===== src/rtl/spdif_sample_writer.sv =====
// S/PDIF sample writer: streams 24-bit samples into a circular RAM ring as two 16-bit
// Wishbone writes. Define SPDIF_WR_OVERRUN_DROP_EN to drop (and count) samples when full.
module spdif_sample_writer #(
  parameter int unsigned ADDR_WIDTH = 14,
  parameter logic [31:0] BASE_ADDR  = 32'h0000_0000
) (
  input  logic                  wb_clk_i,
  input  logic                  wb_rst_i,
  input  logic                  s_valid_i,
  output logic                  s_ready_o,
  input  logic [23:0]           s_data_i,
  input  logic                  s_chan_i,
  output logic                  wb_cyc_o,
  output logic                  wb_stb_o,
  output logic                  wb_we_o,
  output logic [1:0]            wb_sel_o,
  output logic [31:0]           wb_adr_o,
  output logic [15:0]           wb_dat_o,
  input  logic                  wb_ack_i,
  input  logic [ADDR_WIDTH-2:0] rd_ptr_i,
  output logic [ADDR_WIDTH-2:0] wr_ptr_o,
  output logic [ADDR_WIDTH-2:0] level_o,
  output logic                  full_o,
  output logic [15:0]           overrun_cnt_o
);

  localparam int unsigned PtrW = ADDR_WIDTH - 1;

  typedef enum logic [1:0] {StIdle, StWrLo, StWrHi} state_e;

  state_e            state_q, state_d;
  logic [23:0]       data_q, data_d;
  logic              chan_q, chan_d;
  logic [PtrW-1:0]   wr_ptr_q, wr_ptr_d;
  logic              full;
  logic              accept;
  logic [31:0]       sample_adr;

  // One slot stays empty so full and empty remain distinguishable.
  assign full     = (wr_ptr_q + PtrW'(1)) == rd_ptr_i;
  assign full_o   = full;
  assign level_o  = wr_ptr_q - rd_ptr_i;
  assign wr_ptr_o = wr_ptr_q;

`ifdef SPDIF_WR_OVERRUN_DROP_EN
  assign s_ready_o = !wb_rst_i && (state_q == StIdle);
`else
  assign s_ready_o = !wb_rst_i && (state_q == StIdle) && !full;
`endif

  assign accept     = s_valid_i && s_ready_o;
  assign sample_adr = BASE_ADDR + (32'(wr_ptr_q) << 2);

  always_comb begin
    state_d  = state_q;
    data_d   = data_q;
    chan_d   = chan_q;
    wr_ptr_d = wr_ptr_q;
    unique case (state_q)
      StIdle: begin
        if (accept) begin
          data_d = s_data_i;
          chan_d = s_chan_i;
          if (!full) state_d = StWrLo;
        end
      end
      StWrLo: begin
        if (wb_ack_i) state_d = StWrHi;
      end
      StWrHi: begin
        if (wb_ack_i) begin
          wr_ptr_d = wr_ptr_q + PtrW'(1);
          state_d  = StIdle;
        end
      end
      default: state_d = StIdle;
    endcase
  end

  // Bus outputs decode purely from registered state, so they hold steady across wait states.
  always_comb begin
    wb_cyc_o = 1'b0;
    wb_stb_o = 1'b0;
    wb_we_o  = 1'b0;
    wb_sel_o = 2'b00;
    wb_adr_o = 32'h0;
    wb_dat_o = 16'h0;
    if (state_q == StWrLo || state_q == StWrHi) begin
      wb_cyc_o = 1'b1;
      wb_stb_o = 1'b1;
      wb_we_o  = 1'b1;
      wb_sel_o = 2'b11;
    end
    if (state_q == StWrLo) begin
      wb_adr_o = sample_adr;
      wb_dat_o = data_q[15:0];
    end else if (state_q == StWrHi) begin
      wb_adr_o = sample_adr + 32'd2;
      wb_dat_o = {chan_q, 7'b0, data_q[23:16]};
    end
  end

  always_ff @(posedge wb_clk_i) begin
    if (wb_rst_i) begin
      state_q  <= StIdle;
      data_q   <= 24'h0;
      chan_q   <= 1'b0;
      wr_ptr_q <= '0;
    end else begin
      state_q  <= state_d;
      data_q   <= data_d;
      chan_q   <= chan_d;
      wr_ptr_q <= wr_ptr_d;
    end
  end

`ifdef SPDIF_WR_OVERRUN_DROP_EN
  logic [15:0] overrun_q, overrun_d;

  always_comb begin
    overrun_d = overrun_q;
    if (accept && full && overrun_q != 16'hFFFF) overrun_d = overrun_q + 16'd1;
  end

  always_ff @(posedge wb_clk_i) begin
    if (wb_rst_i) overrun_q <= 16'h0;
    else          overrun_q <= overrun_d;
  end

  assign overrun_cnt_o = overrun_q;
`else
  assign overrun_cnt_o = 16'h0;
`endif

endmodule

===== config.mk =====
export PLATFORM = sky130hd
export DESIGN_NAME = spdif_sample_writer
export DESIGN_NICKNAME = d
export VERILOG_FILES = /design/src/rtl/spdif_sample_writer.sv
export SDC_FILE = /design/constraint.sdc
export NUM_CORES = 1
export LEC_CHECK = 0
export ABC_AREA = 1
export BUFFER_PORTS_ARGS = -buffer_cell sky130_fd_sc_hd__buf_2
export CAP_MARGIN = 20
export CORE_ASPECT_RATIO = 1.1
export CORE_MARGIN = 1
export CORE_UTILIZATION = 48
export CTS_CLUSTER_SIZE = 12
export DETAILED_ROUTE_END_ITERATION = 8
export GPL_ROUTABILITY_DRIVEN = 0
export PLACE_DENSITY = 0.81
export SETUP_SLACK_MARGIN = 0.2
export SYNTH_ARGS = -nofsm -noshare
export SYNTH_HDL_FRONTEND = slang
export SYNTH_SLANG_ARGS = --single-unit
export TNS_END_PERCENT = 50

===== constraint.sdc =====
create_clock -name wb_clk_i -period 3.05 [get_ports wb_clk_i]
set_input_delay 0.4575 -clock wb_clk_i [delete_from_list [all_inputs] [get_ports wb_clk_i]]
set_output_delay 0.4575 -clock wb_clk_i [all_outputs]
set_load 0.1 [all_outputs]

==> results.md <==
- The fraction of registers with async set/reset is 0%.
- After detailed routing, the number of vias per cell comes to a little over 5.
- The kind of end point of the critical path is an output pin.
- The total of max-cap violations is 0.
- The detailed router finished its first iteration with about 260 violations.
- The biggest area contributor in the post-synthesis netlist is dfxtp_1.
- The core region is between 6000 and 7000 µm².
- Before antenna repair, the detailed router went through 6 iterations.
- The worst hold path belongs to the class primary input to flip-flop.
- The worst register-to-register path begins at wr_ptr_o[0]$_SDFFE_PP0P_.
- In the synthesized netlist, the cells that appear most often are nand2_1 (94), inv_1 (64), nand3_1 (52).
- Setup repair after global routing could not meet its margin everywhere.
- The remaining antenna violation count after routing is 0.
- The fraction of layout cells with a size suffix above 1 is 30.6%.
- The clock drives 40 sinks.
- STA classifies the critical path startpoint as a flip-flop.
- The cell area power density is approximately 1000 nW/µm².
- Data arrives at the worst endpoint at between 2000 and 2500 ps.
- Once the floorplan was initialized, standard cells occupied between 40 and 50% of the core.
- The sum of routed wire length over all layers is 8.45 mm.
- The transition time at the pin with the least slew margin is ~700 ps.
- In the routed design, unresolved DRC markers number 0.
- The routed layout has ~3400 vias.
- The worst supply voltage drop on vdd is 1850 µV.
- For this design the static power due to leakage is ~2 nW.
- The slowest stage of the critical path belongs to the cell dfxtp_4.
- The number of buffers inserted during clock tree synthesis is 5.
- The via count of the first global-routing pass is approximately 3000.
- The largest stage delay on the critical path is 390 ps.
- After technology mapping, the gate count stands at ~480.
- The worst reg2reg path endpoint is state_q[0]$_SDFFE_PP0P_.
- After legalization and detailed placement, the total HPWL measured around 6.4 mm.
- The vertical extent of the die is 86.5 µm.
- The first global-routing pass estimated roughly 13 mm of wire.
- Dividing the detail-routed wire length by the instance count gives between 10 and 15 µm.
- The data required time at the worst endpoint is between 2000 and 3000 ps.
- After the last flow step, the layout net total stands at between 600 and 700.
- nand2_1 is the most common cell in the netlist.
- The fmax is approximately 350 MHz.
- The largest delay contributor family on the critical path is adder cells.
- The post-route minimum period is approximately 2800 ps.
- By area the synthesized netlist is led by dfxtp_1 (26%), nand2_1 (11%), buf_4 (9.2%), nand3_1 (8.4%), inv_1 (7.7%).
- The number of levels the H-tree was split into is 2.
- The sum of buffers and inverters on the critical path is 2.
- The final-report setup violation count is 0.
- The final critical-path setup slack is approximately 210 ps.
- For flop-to-flop paths, the worst setup slack is 630 ps.
- The mean instance size in the synthesized netlist is 6.51 µm².
- The deepest clock path buffer count is 2.
- The floorplan die width is between 70 and 80 µm.
- The area enclosed by the die boundary is about 6800 µm².
- The number of hold violations in the final report is 0.
- The initialized floorplan defines 30 standard-cell rows.
- The netlist uses 33 different library cells.
- The depth of the worst register-to-register path is 15.
- about 140 I/O pins were placed.
- The worst setup path endpoint is level_o[12].
- From synthesis to final layout, the design area changed by 28.5%.
- The TritonCTS clock tree is built.
- The run finished with clean final reports.
- After synthesis the cells add up to slightly above 3000 µm².
- In this run, synthesis produced a sequential element count of 40.
- In this run the biggest area consumer among cell types represents 25.7% of the synthesized area.
- Among all flip-flop cells after synthesis, the most frequent one is dfxtp_1.
- The count of synthesis-stage warnings from yosys is 0.
- The initial antenna violation count came to 0.
- The pin count of the biggest net entering global routing is 36.
- The global route total overflow is 0.
- Counting flops with a built-in enable in the synthesized netlist gives 0.
- Of all nets on the critical path, the largest fanout is 4.
- Adding up every negative setup slack in the final design gives 0 ps.
- The setup path with the least slack is of type flip-flop to output pin.
- After layout, the worst path uses between 90% and 100% of the clock period.
- The clock insertion delay at the later pin of the skew report is a little under 300 ps.
- Across the routed clock network, the largest skew measured is between 9 and 10 ps.
- Global routing consumed, over all layers together, 24.0% of the routing resources.
- The cell that appears most often on the critical path is a21oi_2.
- The critical path runs through a total of 11 cells.
- At the placement stage, the worst setup path has a slack of between 80 and 90 ps.
- The final count of pins violating max slew is 0.
- Sequential cells were found to cover 25.7% of the synthesized design area.
- The clock tree root buffer cell is clkbuf_8.
- The relative slew slack is 54.1%.
- The start point of the critical path is wr_ptr_o[0]$_SDFFE_PP0P_.
- The clock transition at the registers of the reported paths is roughly 80 ps.
- The signal on the critical path passes through inv_6 -> ha_4 -> fa_2 -> o21ai_4 -> a21oi_2 -> o21ai_2 -> a21oi_2 -> nor2_2 -> nor2_4 -> xor2_4 -> buf_12.
- The number of buffers added on ports is approximately 100.
## worst min-delay path: stages
cell and delay [ps]:
buf_2 100, nand3_1 70, a21oi_1 50
## sequential cells by signal, indices dropped and copies added, names as in the netlist
| signal | flops |
|---|---|
| data_q | 24 |
| wr_ptr_o | 13 |
| state_q | 2 |
| chan_q | 1 |
## how the worst min path moves through the flow
stage | from | end | slack (ps) | cells after the start
detailed placement | data_q[7]$_SDFFE_PP0P_ | data_q[7]$_SDFFE_PP0P_ | 450 | 2
finish | s_data_i[8] | data_q[8]$_SDFFE_PP0P_ | 430 | 3
CTS | s_data_i[8] | data_q[8]$_SDFFE_PP0P_ | 420 | 3
floorplan | data_q[6]$_SDFFE_PP0P_ | data_q[6]$_SDFFE_PP0P_ | 430 | 2
global placement | data_q[4]$_SDFFE_PP0P_ | data_q[4]$_SDFFE_PP0P_ | 440 | 2
global route | s_data_i[14] | data_q[14]$_SDFFE_PP0P_ | 430 | 3
## kinds of logic (layout without fill, tap and decap cells)
group / Yosys count / in the layout / share of synthesized area (%)
simple gates: 197 / 197 / 27.7
fa+ha+maj: 19 / 19 / 7.88
xor+xnor: 12 / 12 / 3.38
other cells: 1 / 35 / 0.120
compound gates: 89 / 89 / 15.0
flops: 40 / 40 / 25.7
buf+inv: 120 / 191 / 20.2
## final cells by class
class | count | area, µm²
Multi-Input combinational cell | 351 | 2050
Fill cell | 577 | 2230
Inverter | 67 | 264
Antenna cell | 1 | 2.50
Clock buffer | 6 | 82.6
Timing Repair Buffer | 116 | 661
Clock inverter | 2 | 12.5
Tap cell | 80 | 100
Sequential cell | 40 | 831
## where the power goes
part           leakage (nW)  total, W  switching, W  internal (W)
sequential            0.333  0.000703     0.0000855      0.000617
clock                0.0521  0.000382      0.000197      0.000185
combinational          1.62   0.00296       0.00240      0.000558
## timing repair
item                                    4_1_cts  5_1_grt
endpoints found under the setup margin       13        7
setup buffers                                 1        6
pin swaps                                     2       12
hold buffers                                  0        0
resized for setup                             5       18
## per-stage QoR
stage | instances | total power (W) | hold slack [ps] | cell area [µm²] | util (%)
finish | 663 | 0.00404 | 428 | 4000 | 64.2
global placement | 647 | 0.00356 | 440 | 3780 | 60.6
detailed placement | 647 | 0.00359 | 447 | 3780 | 60.6
CTS | 656 | 0.00399 | 420 | 3890 | 62.5
global route | 662 | 0.00422 | 430 | 4000 | 64.2
floorplan | 511 | 0.00326 | 429 | 3450 | -
## per-layer routing
layer	part of all wire (%)	vias up	wire, µm	global-route usage, %
li1	-	1670	-	-
met1	39	1569	3330	30.1
met4	3.5	0	295	10.8
met3	6.7	35	563	2.84
met2	50	173	4270	41.2
met5	0	-	0	0
## layout by cell type, fill, tap and decap left out, drive strengths merged, types with 2 or more instances in the layout
master / instances
buf: 116
nand2: 95
inv: 65
nand3: 54
a21oi: 46
nor2: 40
dfxtp: 40
o21ai: 35
conb: 34
ha: 18
xor2: 9
clkbuf: 6
o211ai: 5
nor3: 4
xnor2: 3
clkinvlp: 2
o221ai: 2
clkinv: 2
nand4: 2
Power figures use the tool's default switching activity.
